$ cat src/rtl/fifo4_buffer.sv
// fifo4_buffer: 4-entry first-word-fall-through FIFO with valid/ready on both
// sides. Writes go through a one-hot 2-to-4 decode of the write pointer; reads
// come out of a two-level 2:1 mux tree driven by the read pointer.
// Optional status outputs (full, empty, almost_full) are enabled by defining
// FIFO4_STATUS_EN.
module fifo4_buffer #(
    parameter int DATAWIDTH = 8
) (
    input  logic                 clk,
    input  logic                 reset,
    input  logic                 wr_valid,
    output logic                 wr_ready,
    input  logic [DATAWIDTH-1:0] wr_data,
    output logic                 rd_valid,
    input  logic                 rd_ready,
    output logic [DATAWIDTH-1:0] rd_data,
    output logic [2:0]           count
`ifdef FIFO4_STATUS_EN
    ,
    output logic                 full,
    output logic                 empty,
    output logic                 almost_full
`endif
);

    logic [3:0][DATAWIDTH-1:0] mem;
    logic [1:0]                wr_ptr;
    logic [1:0]                rd_ptr;
    logic [2:0]                cnt;
    logic [3:0]                wr_sel;
    logic [3:0]                wr_en;
    logic                      push;
    logic                      pop;
    logic [DATAWIDTH-1:0]      rd_lo;
    logic [DATAWIDTH-1:0]      rd_hi;

    // Handshakes: a full FIFO never accepts, even when popping the same cycle.
    assign wr_ready = (cnt != 3'd4);
    assign rd_valid = (cnt != 3'd0);
    assign push     = wr_valid && wr_ready;
    assign pop      = rd_valid && rd_ready;
    assign count    = cnt;

    // 2-to-4 decode of the write pointer into per-entry write enables.
    always_comb begin
        wr_sel = 4'b0000;
        case (wr_ptr)
            2'd0:    wr_sel = 4'b0001;
            2'd1:    wr_sel = 4'b0010;
            2'd2:    wr_sel = 4'b0100;
            default: wr_sel = 4'b1000;
        endcase
        wr_en = wr_sel & {4{push}};
    end

    // Storage: data only, no reset; stale words are unreachable once count is cleared.
    always_ff @(posedge clk) begin
        for (int i = 0; i < 4; i++) begin
            if (wr_en[i]) mem[i] <= wr_data;
        end
    end

    // Read tree: first level picks within each pair, second level picks the pair.
    always_comb begin
        rd_lo   = rd_ptr[0] ? mem[1] : mem[0];
        rd_hi   = rd_ptr[0] ? mem[3] : mem[2];
        rd_data = rd_ptr[1] ? rd_hi : rd_lo;
    end

    // Pointers wrap 3->0 through natural 2-bit overflow.
    always_ff @(posedge clk or posedge reset) begin
        if (reset) begin
            wr_ptr <= 2'd0;
            rd_ptr <= 2'd0;
        end else begin
            if (push) wr_ptr <= wr_ptr + 2'd1;
            if (pop)  rd_ptr <= rd_ptr + 2'd1;
        end
    end

    // Occupancy: moves only when exactly one side handshakes.
    always_ff @(posedge clk or posedge reset) begin
        if (reset) begin
            cnt <= 3'd0;
        end else begin
            case ({push, pop})
                2'b10:   cnt <= cnt + 3'd1;
                2'b01:   cnt <= cnt - 3'd1;
                default: cnt <= cnt;
            endcase
        end
    end

`ifdef FIFO4_STATUS_EN
    // Status flags decoded straight from the occupancy count.
    always_comb begin
        full        = (cnt == 3'd4);
        empty       = (cnt == 3'd0);
        almost_full = (cnt >= 3'd3);
    end
`endif

endmodule

$ cat config.mk
export PLATFORM = sky130hd
export DESIGN_NAME = fifo4_buffer
export DESIGN_NICKNAME = d
export VERILOG_FILES = /design/src/rtl/fifo4_buffer.sv
export SDC_FILE = /design/constraint.sdc
export NUM_CORES = 1
export LEC_CHECK = 0
export ABC_AREA = 1
export CORE_ASPECT_RATIO = 1.1
export CORE_UTILIZATION = 50
export CTS_CLUSTER_DIAMETER = 40
export CTS_CLUSTER_SIZE = 8
export DETAILED_ROUTE_END_ITERATION = 12
export PLACE_DENSITY = 0.8
export SLEW_MARGIN = 20
export SYNTH_ARGS = -nofsm -noshare
export SYNTH_HDL_FRONTEND = slang
export SYNTH_SLANG_ARGS = --single-unit
$ cat constraint.sdc
create_clock -name clk -period 1.8 [get_ports clk]
set_input_delay 0.18 -clock clk [delete_from_list [all_inputs] [get_ports clk]]
set_output_delay 0.18 -clock clk [all_outputs]
set_load 0.05 [all_outputs]
==> results.cfg, run 1 <==
[run_status]
status = completed

[clocking]
clock_path_buffers = 2
cts_setup_buffers = 0
cts_tree = built
htree_levels = 2
ctsHoldBuffers = 0
ctsResizeCount = 1
cts-root-buf = clkbuf_4
clk_pin_slew_ns = 0.10
clock_latency_ns = 0.34
cts_buffers = 5
cts.sinks = 39

[setup_path]
critPathBufInv = 1
reg2reg_to = count[2]
max_stage_delay_ns = 0.81
r2r_slack_ns = 0.14
endpoint_kind = output pin
cp_cell_sequence = clkdlybuf4s50_1
cp.arrival_ns = 1.56
cp.required_ns = 1.62
path_class = reg2out
worstPathMaxFanout = 3
reg2reg_depth = 10
reg2reg_from = count[0]
start_kind = flip-flop
critPathSlowestCell = clkdlybuf4s50_1
cp_top_family = buffers and inverters

[placed_design]
port_buffers = 24
gp_congestion = 0.8256
dp_hpwl_mm = 2.340

[floorplan]
die_height_um = 64.15
num_rows = 22
dieArea_um2 = 3752
die-width_um = 58.50
io-pin-count = 25
core-area_um2 = 3331
start_util_pct = 52.70

[timing]
timing.slew.headroom_pct = 66.44
min_period_ns = 1.741
rsz0062_at_grt = no
drv_slew = 0
tightest_slew_ns = 0.5025
hold_viol_final = 0
setup_tns_ns = 0
fmax_ghz = 0.5745
finalClockSkew_ns = 0.009507
setup_viol = 0
finalCritPeriodShare_pct = 96.71

[logic_synthesis]
synth_cell_type_count = 20
netlist_instances = 153
ys_seq_area_share_pct = 64.72
mappedNetlistArea_um2 = 1755
ys_ff_latch = 39
syn_nets = 171
synth_area_per_cell_um2 = 11.47
ys_warn_count = 0

[detailed_routing]
wirelength_mm = 3.065
wire_per_inst_um = 12.82
ant_nets = 0
drt-initial-drc-count = 46
viasPerCell = 4.937
firstDrtPassIters = 5
vias = 1180
drc_errors = 0

[grt]
antenna_found_initial = 0
grt_start_max_net_pins = 35
grt_pass1_vias = 1206
gr-total-overflow = 0
grt_usage_pct = 19.22
grt_pass1_wl_mm = 5.250

[pwr]
power_density_nw_per_um2 = 1810
p_leak_uw = 0.0009508
max-vdd-ir-drop_uv = 824.1

[final_layout]
nets = 208
drive_gt1_share_pct = 21.47
postLayoutCoreUtil_pct = 65.03
area_delta_synth_final_pct = 23.38
num_antenna_cells = 0

[min_path]
hold_path_class = in2async

[flow_run]
max-cap-violations = 0
==> power breakdown <==
| part | switching (uW) | internal (uW) |
|---|---|---|
| Combinational | 1430 | 693 |
| Sequential | 126 | 1220 |
| Clock | 262 | 189 |
==> layout make-up <==
class / count / area [um^2]
clock buffers: 7 / 55.05
clock inverters: 1 / 5.005
fillers: 256 / 1165
inverters: 32 / 130.1
multi-input cells: 78 / 480.5
flip-flops and latches: 39 / 1140
well taps: 48 / 60.06
repair buffers: 34 / 295.3
==> flip-flops by register name, indices dropped and copies added (netlist names) <==
register	cells
count	3
rd_ptr	2
mem	32
wr_ptr	2
==> how the worst max path moves through the flow <==
stage,startpoint,end,slack [ns],depth (start not counted)
2_1_floorplan,count[0],count[2],-0.07,10
6_report,count[0],count[0],0.06,1
4_1_cts,count[2],count[2],0.03,1
5_1_grt,count[0],count[0],0.006,1
3_3_place_gp,rd_ready,count[2],0.08,10
3_5_place_dp,rd_ready,count[2],-0.007,10
==> logic make-up after synthesis <==
logic type               Yosys count  share of synthesized area, %
adder cells (fa/ha/maj)            6                         4.704
XOR/XNOR                           1                        0.4990
flip-flops                        39                         64.72
AND/OR/NAND/NOR                   54                         13.61
AO/OA/AOI/OAI                     17                         7.128
buffers and inverters             36                         9.337
==> cell usage in the layout (no fill, tap or decap), types with 2 or more instances in the layout <==
cell             instances
o211ai_1                16
nand3_4                  2
edfxtp_1                32
dfrtp_2                  3
inv_1                   26
buf_4                   20
nand2_1                 40
nor2_1                   4
ha_1                     4
clkbuf_4                 5
nand3_1                  5
dfrtp_1                  4
clkdlybuf4s50_1         12
inv_4                    2
dlymetal6s2s_1           2
inv_2                    2
==> synthesized netlist by cell type <==
| library cell | instances | area share, % |
|---|---|---|
| buf_4 | 1 | 0.43 |
| buf_6 | 2 | 1.3 |
| clkbuf_8 | 1 | 0.78 |
| clkinv_1 | 1 | 0.21 |
| dfrtp_1 | 7 | 10 |
| edfxtp_1 | 32 | 55 |
| fa_1 | 1 | 1.1 |
| ha_1 | 5 | 3.6 |
| inv_1 | 29 | 6.2 |
| inv_2 | 2 | 0.43 |
| nand2_1 | 41 | 8.8 |
| nand2_4 | 1 | 0.64 |
| nand3_1 | 5 | 1.4 |
| nand3_2 | 1 | 0.57 |
| nand3_4 | 1 | 1.0 |
| nand4_1 | 1 | 0.36 |
| nor2_1 | 4 | 0.86 |
| o211ai_1 | 16 | 6.8 |
| o21ai_0 | 1 | 0.28 |
| xnor2_1 | 1 | 0.50 |
==> stage by stage <==
step / hold WS, ns / cells / setup WS, ns / instance area, um^2 / total power, uW
6_report: 0.06582 / 239 / 0.05922 / 2166 / 3921
5_1_grt: 0.08827 / 239 / 0.005838 / 2166 / 4167
4_1_cts: 0.05836 / 239 / 0.02802 / 2158 / 3957
3_5_place_dp: 0.4333 / 231 / -0.007083 / 2096 / 3504
3_3_place_gp: 0.4243 / 231 / 0.07500 / 2096 / 3424
2_1_floorplan: -0.01681 / 153 / -0.07464 / 1789 / 2905
==> metal layers <==
layer	GRT usage [%]	wire length (um)	vias up	part of all wire (%)
met1	21.90	1215	565	40
met4	7.440	37	0	1.2
met3	5.466	133	5	4.3
met5	0	0	-	0
met2	33.62	1678	29	55
li1	-	-	581	-
==> worst register-to-register path: stages, from the launching register on <==
cell,delay (ns)
dfrtp_2,0.45
inv_4,0.10
nand3_4,0.10
nand2_4,0.13
ha_4,0.14
inv_2,0.04
fa_2,0.33
nand2_1,0.09
nand3_1,0.07
nand2_1,0.05
nand2_1,0.04
(Power assumes the default switching activity.)
==> inputs of run 2 (changes only) <==
--- a/config.mk
+++ b/config.mk
@@ -8,10 +8,9 @@
 export ABC_AREA = 1
 export CORE_ASPECT_RATIO = 1.1
 export CORE_UTILIZATION = 50
-export CTS_CLUSTER_DIAMETER = 40
 export CTS_CLUSTER_SIZE = 8
 export DETAILED_ROUTE_END_ITERATION = 12
-export PLACE_DENSITY = 0.8
+export PLACE_DENSITY = 0.74
 export SLEW_MARGIN = 20
 export SYNTH_ARGS = -nofsm -noshare
 export SYNTH_HDL_FRONTEND = slang
==> run 2 against run 1 <==
Sequential cell count did not move; combinational power about the same; critical endpoint is now count[1]; via count fell by 2.3%; power rose by 6.4%; die area stayed put; worst setup slack lost 0.0027 ns; routed wire length rose by 1.3%; count of clock-buffer cells in the layout down 1; hold slack worse by 0.0097 ns; critical path depth is the same; first-iteration DRC count decreased by 28%; critical path type unchanged; highest routed layer unchanged; design area grew 0.75%.
==> results.cfg, run 2 (synthesis results as in run 1) <==
[run_status]
status = completed

[timing]
setup_viol = 0
setup_tns_ns = 0
timing.slew.headroom_pct = 65.72
rsz0062_at_grt = no
finalCritPeriodShare_pct = 96.86
hold_viol_final = 0
min_period_ns = 1.744
tightest_slew_ns = 0.5133
drv_slew = 0
fmax_ghz = 0.5736
finalClockSkew_ns = 0.008694

[detailed_routing]
drc_errors = 0
viasPerCell = 4.886
vias = 1153
wire_per_inst_um = 13.16
ant_nets = 0
wirelength_mm = 3.105
drt-initial-drc-count = 33
firstDrtPassIters = 4

[final_layout]
nets = 205
final_cell_mix = nand2_1 (40), edfxtp_1 (32), inv_1 (26)
drive_gt1_share_pct = 20.21
final_common_cell = nand2_1
largest_register_ffs = 32
area_delta_synth_final_pct = 24.30
fillers = 252
regMostFlops = mem
num_antenna_cells = 0

[clocking]
clock_path_buffers = 2
cts.sinks = 39
cts_buffers = 5
cts-root-buf = clkbuf_4
htree_levels = 2
cts_setup_buffers = 0
cts_tree = built
clock_latency_ns = 0.34
ctsHoldBuffers = 0
clk_pin_slew_ns = 0.11

[floorplan]
die-width_um = 58.50
io-pin-count = 25
start_util_pct = 52.70
num_rows = 22
die_height_um = 64.15
core-area_um2 = 3331
dieArea_um2 = 3752

[setup_path]
cp_cell_sequence = clkdlybuf4s50_1
critPathSlowestCell = clkdlybuf4s50_1
cp_top_family = buffers and inverters
critPathBufInv = 1
cp.arrival_ns = 1.56
start_kind = flip-flop
endpoint_kind = output pin
worstPathMaxFanout = 3
cp.required_ns = 1.62
max_stage_delay_ns = 0.81
path_class = reg2out

[flow_run]
max-cap-violations = 0

[grt]
grt_usage_pct = 19.27
grt_pass1_wl_mm = 5.147
antenna_found_initial = 0
grt_start_max_net_pins = 35
gr-total-overflow = 0
grt_pass1_vias = 1132

[pwr]
p_leak_uw = 0.0009409
switchingPower_uw = 1846
swShare_pct = 44.23
max-vdd-ir-drop_uv = 981.8
power_density_nw_per_um2 = 1912
finalPower_uw = 4173
seqPwrFrac_pct = 32.3
pwr-share-clk_pct = 17.1
intPower_uw = 2327
pwr-share-comb_pct = 50.6

[placed_design]
gp_congestion = 0.8012
dp_hpwl_mm = 2.132
port_buffers = 24

[min_path]
hold_path_class = in2async
==> run 2: metal layers <==
metal | vias up | global-route usage (%) | part of all wire (%)
li1 | 575 | - | -
met1 | 548 | 22.90 | 42
met2 | 25 | 32.33 | 52
met3 | 5 | 4.656 | 4.5
met4 | 0 | 9.524 | 1.8
met5 | - | 0 | 0
==> run 2: timing repair <==
action,in CTS,in global routing
resized for setup,1,2
hold endpoints to repair,0,0
setup endpoints to repair,8,5
pin swaps,0,0
==> run 2: final timing paths <==
path                       startpoint  slack (ns)   endpoint  depth (start not counted)
max                          count[1]        0.06   count[1]                          1
min                             reset        0.06  rd_ptr[1]                          2
max reg2reg                  count[0]        0.13   count[2]                         10
min reg2reg                  count[0]        0.52   count[0]                          1
max in group asynchronous       reset        1.50   count[1]                          2
min in group clk           wr_data[2]        0.46    mem[26]                          1
==> run 2: through the flow <==
stage	cells	setup WS (ns)	hold slack [ns]	utilization [%]	cell area, um^2
floorplan	153	-0.07464	-0.01681	-	1789
global placement	228	0.07993	0.4252	62.25	2073
detailed placement	228	0.006725	0.4385	62.25	2073
CTS	236	0.006788	0.05736	65.36	2177
global route	236	0.008726	0.08496	65.51	2182
finish	236	0.05650	0.05613	65.51	2182
==> run 2: layout make-up <==
type | instances | area [um^2] | area share [%]
tap | 48 | 60.06 | 2.752
timing repair buffer | 31 | 270.3 | 12.39
inverter | 32 | 130.1 | 5.963
sequential | 39 | 1140 | 52.24
clock inverter | 2 | 60.06 | 2.752
clock buffer | 6 | 41.29 | 1.892
multi-input combinational | 78 | 480.5 | 22.02
==> run 2: power groups by stage <==
stage | clock, uW | combinational, uW | sequential [uW]
after global routing | 757 | 2290 | 1370
after floorplan | 0 | 1450 | 1460
after detailed placement | 0 | 2110 | 1370
final | 714 | 2110 | 1350
after CTS | 723 | 2130 | 1350
after global placement | 0 | 2050 | 1350
